File: config.mk
export PLATFORM = sky130hd
export DESIGN_NAME = ram_access_ctrl
export DESIGN_NICKNAME = d
export VERILOG_FILES = /design/src/rtl/ram_ctrl_pkg.sv /design/src/rtl/ram_access_ctrl.sv
export SDC_FILE = /design/constraint.sdc
export NUM_CORES = 1
export LEC_CHECK = 0
export CAP_MARGIN = 0
export CELL_PAD_IN_SITES_DETAIL_PLACEMENT = 1
export CELL_PAD_IN_SITES_GLOBAL_PLACEMENT = 2
export CORE_UTILIZATION = 30
export DETAILED_ROUTE_END_ITERATION = 7
export PLACE_DENSITY_LB_ADDON = 0.2
export SYNTH_ARGS = -nofsm -noshare
export SYNTH_HDL_FRONTEND = slang
export SYNTH_SLANG_ARGS = --single-unit
File: constraint.sdc
create_clock -name clk -period 2.73 [get_ports clk]
set_input_delay 0.546 -clock clk [delete_from_list [all_inputs] [get_ports clk]]
set_output_delay 0.546 -clock clk [all_outputs]
set_load 0.02 [all_outputs]
File: src/rtl/ram_ctrl_pkg.sv
// Shared types and default geometry for the RAM access controller.
package ram_ctrl_pkg;

    localparam int unsigned DEF_DW    = 8;
    localparam int unsigned DEF_AW    = 8;
    localparam int unsigned DEF_DEPTH = 8;

    typedef enum logic [2:0] {
        StIdle,
        StWr,
        StRdIssue,
        StRdWait,
        StResp,
        StFill
    } state_t;

endpackage

File: src/rtl/ram_access_ctrl.sv
// Command/response front end for a single-port RAM, with a background fill engine.
// One command outstanding at a time; all outputs are registered.
module ram_access_ctrl
    import ram_ctrl_pkg::*;
#(
    parameter int unsigned DW    = DEF_DW,
    parameter int unsigned AW    = DEF_AW,
    parameter int unsigned DEPTH = DEF_DEPTH
) (
    input  logic          clk,
    input  logic          nrst,
    input  logic          req_valid,
    output logic          req_ready,
    input  logic          req_we,
    input  logic [AW-1:0] req_addr,
    input  logic [DW-1:0] req_wdata,
    output logic          rsp_valid,
    input  logic          rsp_ready,
    output logic          rsp_we,
    output logic          rsp_err,
    output logic [DW-1:0] rsp_rdata,
    input  logic          fill_start,
    input  logic [DW-1:0] fill_pattern,
    output logic          busy,
    output logic          ram_ce,
    output logic          ram_we,
    output logic [AW-1:0] ram_adr,
    output logic [DW-1:0] ram_din,
    input  logic [DW-1:0] ram_dout
);
    state_t        state;
    logic [AW-1:0] fill_cnt;
    logic          in_range;

    // Full-width compare: addresses beyond DEPTH never alias onto real words.
    assign in_range = 32'(req_addr) < DEPTH;

    always_ff @(posedge clk or negedge nrst) begin
        if (!nrst) begin
            state     <= StIdle;
            req_ready <= 1'b1;
            rsp_valid <= 1'b0;
            rsp_we    <= 1'b0;
            rsp_err   <= 1'b0;
            rsp_rdata <= '0;
            busy      <= 1'b0;
            ram_ce    <= 1'b0;
            ram_we    <= 1'b0;
            ram_adr   <= '0;
            ram_din   <= '0;
            fill_cnt  <= '0;
        end else begin
            unique case (state)
                StIdle: begin
                    if (fill_start) begin
                        // Fill wins over a simultaneous command; the command waits.
                        state     <= StFill;
                        req_ready <= 1'b0;
                        busy      <= 1'b1;
                        ram_ce    <= 1'b1;
                        ram_we    <= 1'b1;
                        ram_adr   <= '0;
                        ram_din   <= fill_pattern;
                        fill_cnt  <= '0;
                    end else if (req_valid && req_ready) begin
                        req_ready <= 1'b0;
                        busy      <= 1'b1;
                        if (!in_range) begin
                            state     <= StResp;
                            rsp_valid <= 1'b1;
                            rsp_we    <= req_we;
                            rsp_err   <= 1'b1;
                            rsp_rdata <= '0;
                        end else if (req_we) begin
                            state   <= StWr;
                            ram_ce  <= 1'b1;
                            ram_we  <= 1'b1;
                            ram_adr <= req_addr;
                            ram_din <= req_wdata;
                        end else begin
                            state   <= StRdIssue;
                            ram_ce  <= 1'b1;
                            ram_we  <= 1'b0;
                            ram_adr <= req_addr;
                        end
                    end
                end
                StWr: begin
                    state     <= StResp;
                    ram_ce    <= 1'b0;
                    ram_we    <= 1'b0;
                    rsp_valid <= 1'b1;
                    rsp_we    <= 1'b1;
                    rsp_err   <= 1'b0;
                    rsp_rdata <= '0;
                end
                StRdIssue: begin
                    state  <= StRdWait;
                    ram_ce <= 1'b0;
                    ram_we <= 1'b0;
                end
                StRdWait: begin
                    state     <= StResp;
                    rsp_valid <= 1'b1;
                    rsp_we    <= 1'b0;
                    rsp_err   <= 1'b0;
                    rsp_rdata <= ram_dout;
                end
                StResp: begin
                    if (rsp_ready) begin
                        state     <= StIdle;
                        rsp_valid <= 1'b0;
                        req_ready <= 1'b1;
                        busy      <= 1'b0;
                    end
                end
                StFill: begin
                    if (fill_cnt == AW'(DEPTH - 1)) begin
                        state     <= StIdle;
                        fill_cnt  <= '0;
                        ram_ce    <= 1'b0;
                        ram_we    <= 1'b0;
                        req_ready <= 1'b1;
                        busy      <= 1'b0;
                    end else begin
                        fill_cnt <= fill_cnt + 1'b1;
                        ram_adr  <= fill_cnt + 1'b1;
                    end
                end
                default: begin
                    state     <= StIdle;
                    req_ready <= 1'b1;
                    rsp_valid <= 1'b0;
                    busy      <= 1'b0;
                    ram_ce    <= 1'b0;
                    ram_we    <= 1'b0;
                end
            endcase
        end
    end

endmodule

# ---- Word-level counts from Yosys, hierarchy flattened
# Index checks and enable logic that the tools add are counted.
dict set report classes {
  reduce_logical 21
  n_eq_ne 15
  n_lt_le_gt_ge 1
  n_bitwise 3
  add_sub_neg 1
  mux 51
}
# op n
set op_table {}
lappend op_table {{$mux W8} 13}
lappend op_table {{$pmux W8 S2} 2}
lappend op_table {{$pmux W8 S3} 1}
lappend op_table {{$reduce_and A4 Y1} 6}
lappend op_table {{$mux W1} 21}
lappend op_table {{$mux W3} 5}
lappend op_table {{$pmux W3 S5} 1}
lappend op_table {{$ne A2 B2 Y1 const B} 7}
lappend op_table {{$pmux W1 S4} 3}
lappend op_table {{$reduce_bool A2 Y1} 5}
lappend op_table {{$pmux W1 S3} 3}
lappend op_table {{$add A8 B1 Y8 const B} 1}
lappend op_table {{$eq A8 B3 Y1 const B} 1}
lappend op_table {{$lt A8 B4 Y1 const B} 1}
lappend op_table {{$eq A3 B2 Y1 const B} 2}
lappend op_table {{$eq A3 B3 Y1 const B} 2}
lappend op_table {{$ne A3 B3 Y1 const B} 2}
lappend op_table {{$reduce_or A2 Y1} 3}
lappend op_table {{$reduce_and A5 Y1} 1}
lappend op_table {{$eq A3 B1 Y1 const B} 1}
lappend op_table {{$logic_not A3 Y1} 1}
lappend op_table {{$not A1 Y1} 3}
lappend op_table {{$reduce_and A3 Y1} 1}
lappend op_table {{$reduce_bool A3 Y1} 1}
lappend op_table {{other kinds (5)} 5}
dict set report totals {
  word_cells 104
  in_bits 38
  reg_bits 42
}

# ---- Longest topological paths before layout
# Gate-level depths: netlist (run 1).
dict set report depth {
  word_depth 5
  depth_mapped 6
  depth_no_buf 5
}

# ---- Worst setup path before layout (run 1)
# OpenSTA, ideal clock, no wires.
dict set report synth_timing {
  path_kind {input to register}
  start {input req_addr[5]}
  end {register ram_din[0]}
  arrival_time_ps 1821
  setup_ps 125
  cell_stages 5
  n_path_buf 1
  path_slack_ps 784
  path_cell_list {nor4_4 a31oi_1 and4bb_1 buf_4 mux2_2}
}
dict set report synth_via {
  elab_chain_cells 3
}
# element line
set synth_rtl {}
lappend synth_rtl {{start: declaration} ram_access_ctrl.sv:15} ;# input logic [AW-1:0] req_addr,
lappend synth_rtl {{$lt A8 B4 Y1} ram_access_ctrl.sv:36} ;# assign in_range = 32'(req_addr) < DEPTH;
lappend synth_rtl {{$reduce_bool A2 Y1 (no line)} --}
lappend synth_rtl {{$reduce_and A4 Y1 (no line)} --}
lappend synth_rtl {{end signal: assignment} ram_access_ctrl.sv:63} ;# ram_din <= fill_pattern;
lappend synth_rtl {{end signal: assignment} ram_access_ctrl.sv:79} ;# ram_din <= req_wdata;
lappend synth_rtl {{end: declaration} ram_access_ctrl.sv:28} ;# output logic [DW-1:0] ram_din,
# Every way passes these cells.
# A chain may end at the register's enable or synchronous reset.

# ---- Final worst setup path (run 1)
dict set report layout_timing {
  start {input req_addr[5]}
  end {register ram_din[3]}
}
# The elaborated chain is that of the path after synthesis.

==> results of run 1 <==
## cells in the mapped netlist (all sizes together), types with 2 or more instances
cell type / number / area share [%]
a21o: 3 / 1.1
a21oi: 9 / 2.1
a22o: 11 / 4.5
a2bb2oi: 3 / 1.2
a31oi: 6 / 1.8
a41oi: 2 / 0.82
and2: 2 / 0.59
and3: 3 / 0.88
and3b: 2 / 0.82
buf: 6 / 1.5
clkbuf: 6 / 1.1
dfrtp: 41 / 48
inv: 12 / 2.1
mux2: 16 / 8.5
mux2i: 4 / 1.9
nand2: 7 / 1.2
nand3: 3 / 0.71
nand4: 2 / 0.59
nor2: 9 / 1.6
nor3: 4 / 0.94
nor4: 4 / 1.9
o21ai: 14 / 3.3
o31ai: 3 / 1.1
or3: 3 / 0.88
xnor2: 4 / 1.6
## routing by layer
layer | share of wire, % | GRT usage, % | vias up
met5 | 0 | 0 | -
met2 | 48 | 26.3 | 30
met3 | 3.0 | 3.24 | 5
met1 | 48 | 23.0 | 908
met4 | 0.84 | 4.55 | 0
li1 | - | - | 875
## worst max-delay path, cell delays in order
cell and delay, ns:
clkdlybuf4s50_1 0.44, nor4_4 0.33, a31oi_1 0.16, and4bb_1 0.56
mux2_2 0.39
## cells by family after synthesis
| kind of cell | after synthesis | synth area share, % |
|---|---|---|
| simple gates | 44 | 12.9 |
| buf+inv | 24 | 4.65 |
| xor+xnor | 5 | 2.06 |
| compound gates | 60 | 20.0 |
| flops | 42 | 49.5 |
| mux | 20 | 10.4 |
| fa+ha+maj | 1 | 0.588 |
## final cells by class
cell class              instances  area (um^2)
clock buffers                   5         68.8
repair buffers                 75          728
well taps                      96          120
flip-flops and latches         42         1050
inverters                      12         45.0
multi-input cells             130          976
clock inverters                 3         68.8
fillers                       768         3770
## power by group through the flow
stage	sequential (mW)	clock (mW)	combinational, mW
floorplan	1.07	0	0.524
global placement	0.945	0	1.13
detailed placement	0.947	0	1.15
CTS	0.938	0.614	1.16
global route	0.966	0.634	1.24
finish	0.937	0.589	1.14
## stage by stage
step / utilization (%) / std cells
floorplan: - / 196
CTS: 44.8 / 363
global placement: 42.8 / 355
global route: 44.8 / 363
detailed placement: 42.8 / 355
finish: 44.8 / 363
## worst max-delay path by stage
stage                     cells past startpoint          to   startpoint
final                                         5  ram_din[3]  req_addr[5]
after CTS                                     5  ram_din[3]  req_addr[5]
after global placement                        5  ram_din[6]  req_addr[5]
after global routing                          5  ram_adr[0]  fill_cnt[0]
after floorplan                               5  ram_din[0]  req_addr[5]
after detailed placement                      5  ram_din[3]  req_addr[5]
## sequential cells by signal, indices dropped and copies added (netlist names)
name,count
fill_cnt,8
ram_adr,8
ram_din,8
rsp_rdata,8
state,3
busy,1
ram_ce,1
ram_we,1
req_ready,1
rsp_err,1
rsp_valid,1
rsp_we,1
==> results.py, run 1 <==
metrics = {
    "sta": {
        "finClkSkew_ns": 0.00931,
        "setup_tns_ns": 0,
        "finalMaxSlewViolations": 0,
        "fin_ws_ns": 0.490,
        "post-route-period-util_pct": 82.0,
        "finalSetupViolCount": 0,
        "worst_pin_slew_ns": 0.968,
        "rsz0062_at_grt": "false",
        "hold_viol": 0,
        "fmax_mhz": 446,
        "max-slew-margin-rel_pct": 35.5,
        "finalHoldWorstSlack_ns": 0.401,
        "period_needed_ns": 2.24,
    },
    "clock_tree": {
        "cts_root_buf": "clkbuf_8",
        "clk_pin_slew_ns": 0.09,
        "post_cts_buffers": 0,
        "cts_tree": "built",
        "hold_buffers": 0,
        "cts.sinks": 42,
        "cts_resized": 0,
        "clockBufferDepth": 2,
        "clock_latency_ns": 0.29,
        "htreeDepth": 2,
        "cts-buffers-inserted": 5,
    },
    "finish": {
        "drive_above_1_share_pct": 13.9,
        "final_common_cell": "clkdlybuf4s50_1",
        "final_cell_mix": "67 x clkdlybuf4s50_1, 41 x dfrtp_1, 16 x mux2_2",
        "postLayoutCellArea_mm2": 0.00306,
        "area_delta_synth_final_pct": 43.8,
        "diodes": 0,
        "nets": 305,
    },
    "job": {
        "cap_viol_max_count": 0,
    },
    "logic_synthesis": {
        "ys_seq_elements": 42,
        "synth-async-reset-ratio_pct": 100,
        "synthDistinctLibCells": 46,
        "seq_area_frac_synth_pct": 49.5,
        "syn_nets": 235,
        "netlist_instances": 196,
        "synth.avg_cell_area_um2": 10.9,
        "yosys_warnings": 0,
        "synth_edf_count": 0,
        "synth_area_mm2": 0.00213,
        "synthFlopType": "dfrtp_1",
    },
    "power_and_ir_drop": {
        "seqPwrFrac_pct": 35.2,
        "power_frac_comb_pct": 42.7,
        "switching_share_pct": 35.5,
        "ir_worst_vdd_uv": 443,
        "totalPowerFinal_mw": 2.66,
        "p_clk_share_pct": 22.1,
        "p_leak_nw": 1.30,
        "p_switching_mw": 0.946,
        "p_per_area_mw_per_mm2": 871,
        "p_int_mw": 1.72,
    },
    "routing": {
        "wl_per_cell_um": 15.8,
        "vias_per_cell": 5.01,
        "drt_wl_total_um": 5730,
        "route.vias.total": 1818,
        "postRouteAntennaNets": 0,
        "drc": 0,
        "drt_first_pass_iters": 4,
        "drt_iter0_drc": 60,
    },
    "floorplanning": {
        "die_x_um": 86.2,
        "die_area_mm2": 0.00743,
        "initial_core_util_pct": 31.1,
        "boundaryPins": 69,
        "core_area_mm2": 0.00683,
        "num_rows": 30,
        "die_h_um": 86.2,
    },
    "grt": {
        "grt_usage_pct": 16.5,
        "antenna_found_initial": 0,
        "grt_pass1_wl_um": 9550,
        "grt_max_degree": 43,
        "grt_pass1_vias": 1858,
        "overflow": 0,
    },
    "setup_path": {
        "end_kind": "flop",
        "worstSetupStartpointType": "input port",
        "cp.arrival_ns": 2.43,
        "critPathRequiredTime_ns": 2.92,
        "cp_max_fo": 9,
        "critPathKind": "in -> reg",
        "r2r-start": "fill_cnt[0]",
        "reg2reg_slack_ns": 0.60,
        "reg2reg_to": "ram_adr[1]",
        "rr_worst_depth": 5,
    },
    "place": {
        "port_buffers": 68,
        "pre_cts_slack_ns": 0.128,
        "dpl_cell_area_mm2": 0.00292,
        "place_hpwl_um": 4150,
        "routabilityCongestion": 0.689,
    },
    "worst_hold_path": {
        "hold_path.class": "in -> async",
    },
    "status": {
        "outcome": "finished, final reports clean",
    },
}
No activity file was read; power rests on OpenSTA's default activity.
==> run 2: changes to the inputs <==
CORE_UTILIZATION = 25   (was 30)
clock period = 1.9 ns   (was 2.73 ns; I/O delays follow)
==> run 2 against run 1 <==
Clock power rose by 26%. Critical path depth increased by 1. Total power up 50%. Non-clock buffer count is 32 higher. Combinational power up 71%. Die area rose by 20%.
==> results.py, run 2 (synthesis results as in run 1) <==
metrics = {
    "finish": {
        "n_fill_cell": 929,
        "final_common_cell": "clkdlybuf4s50_1",
        "drive_above_1_share_pct": 24.2,
        "fin_cells": 403,
        "area_delta_synth_final_pct": 57.2,
        "nets": 337,
        "diodes": 0,
        "final_cell_mix": "63 x clkdlybuf4s50_1, 41 x dfrtp_1, 35 x buf_4",
    },
    "sta": {
        "finClkSkew_ns": 0.00682,
        "finalMaxSlewViolations": 0,
        "fmax_mhz": 545,
        "post-route-period-util_pct": 96.6,
        "max-slew-margin-rel_pct": 50.6,
        "setup_tns_ns": 0,
        "period_needed_ns": 1.83,
        "worst_pin_slew_ns": 0.741,
        "hold_viol": 0,
        "fin_ws_ns": 0.0651,
        "finalSetupViolCount": 0,
    },
    "power_and_ir_drop": {
        "power_frac_comb_pct": 48.8,
        "p_clk_share_pct": 18.5,
        "switching_share_pct": 35.4,
        "p_leak_nw": 1.47,
        "p_switching_mw": 1.41,
        "seqPwrFrac_pct": 32.6,
        "p_per_area_mw_per_mm2": 1200,
        "ir_worst_vdd_uv": 392,
        "p_int_mw": 2.59,
    },
    "grt": {
        "grt_pass1_vias": 2011,
        "grt_usage_pct": 14.9,
        "grt_max_degree": 23,
        "overflow": 0,
        "grt_pass1_wl_um": 10100,
        "antenna_found_initial": 0,
    },
    "setup_path": {
        "critPathRequiredTime_ns": 2.09,
        "cp_max_fo": 5,
        "cp.arrival_ns": 2.02,
        "critPathKind": "in -> reg",
        "reg2reg_slack_ns": 0.16,
        "end_kind": "flop",
        "worstSetupStartpointType": "input port",
    },
    "clock_tree": {
        "hold_buffers": 0,
        "clk_pin_slew_ns": 0.08,
        "cts_root_buf": "clkbuf_8",
        "post_cts_buffers": 0,
        "cts-buffers-inserted": 5,
        "htreeDepth": 2,
        "clock_latency_ns": 0.30,
        "clockBufferDepth": 2,
        "cts.sinks": 42,
        "cts_tree": "built",
    },
    "place": {
        "placedCellCount": 395,
        "place_hpwl_um": 4600,
        "routabilityCongestion": 0.722,
        "port_buffers": 68,
        "pre_cts_slack_ns": -0.429,
    },
    "routing": {
        "drt_first_pass_iters": 4,
        "vias_per_cell": 4.80,
        "drt_wl_total_um": 6050,
        "drc": 0,
        "route.vias.total": 1933,
        "postRouteAntennaNets": 0,
        "drt_iter0_drc": 61,
        "wl_per_cell_um": 15.0,
    },
    "floorplanning": {
        "initial_core_util_pct": 25.9,
        "core_area_mm2": 0.00822,
        "die_x_um": 94.2,
        "num_rows": 33,
        "boundaryPins": 69,
        "die_area_mm2": 0.00888,
        "die_h_um": 94.2,
    },
    "job": {
        "cap_viol_max_count": 0,
    },
    "status": {
        "outcome": "finished, final reports clean",
    },
    "worst_hold_path": {
        "hold_path.class": "in -> async",
    },
}
[run 2: cell count changes in the layout (fill, tap and decap cells not counted), sizes merged]
| cell | before | now |
|---|---|---|
| buf | 8 | 40 |
| clkdlybuf4s50 | 67 | 63 |
| dlygate4sd2 | 0 | 4 |
| bufinv | 2 | 1 |
| clkbuf | 5 | 6 |
| clkinv | 1 | 0 |
[run 2: stage by stage]
| step | util [%] | hold slack [ns] | power, mW | area, um^2 |
|---|---|---|---|---|
| final | 40.7 | 0.0520 | 4.00 | 3340 |
| after global routing | 40.7 | 0.0849 | 4.28 | 3340 |
| after CTS | 40.4 | 0.0713 | 4.03 | 3320 |
| after detailed placement | 38.8 | 0.402 | 3.26 | 3190 |
| after global placement | 38.8 | 0.401 | 3.23 | 3190 |
| after floorplan | - | 0.0844 | 2.29 | 2130 |
[run 2: area by class of cell]
cell class | instances | area (um^2) | area share, %
inverters | 12 | 45.0 | 1.35
clock buffers | 6 | 82.6 | 2.47
repair buffers | 107 | 996 | 29.8
flip-flops and latches | 42 | 1050 | 31.5
well taps | 105 | 131 | 3.93
multi-input cells | 130 | 1010 | 30.1
clock inverters | 1 | 30.0 | 0.898
[run 2: worst paths after layout]
| path | start | to | cells after the start |
|---|---|---|---|
| setup / recovery | req_addr[5] | ram_din[4] | 6 |
| hold / removal | nrst | ram_adr[4] | 1 |
| setup reg to reg | fill_cnt[0] | state[2] | 6 |
| hold reg to reg | ram_we | ram_we | 1 |
| max in group asynchronous | nrst | req_ready | 2 |
| min in group clk | ram_we | ram_we | 1 |
[run 2: timing repair]
item	CTS	global route
endpoints found under the setup margin	14	19
gates cloned	1	0
pin swaps	3	0
resized for setup	8	4
[run 2: worst max-delay path: stages]
cell	delay, ns
clkdlybuf4s50_1	0.44
nor4_4	0.24
a31oi_2	0.16
and4bb_1	0.33
buf_6	0.14
mux2_2	0.33
[run 2: layer usage]
metal | vias up | share of wire [%] | track usage, %
li1 | 930 | - | -
met1 | 963 | 47 | 19.9
met2 | 35 | 49 | 23.9
met3 | 5 | 3.1 | 3.16
met4 | 0 | 1.2 | 4.23
met5 | - | 0 | 0
[run 2: power groups by stage]
stage / Combinational, mW / Sequential [mW] / Clock [mW]
global route: 2.12 / 1.35 / 0.806
floorplan: 0.754 / 1.54 / 0
CTS: 1.96 / 1.31 / 0.759
detailed placement: 1.94 / 1.32 / 0
global placement: 1.91 / 1.32 / 0
finish: 1.95 / 1.31 / 0.741
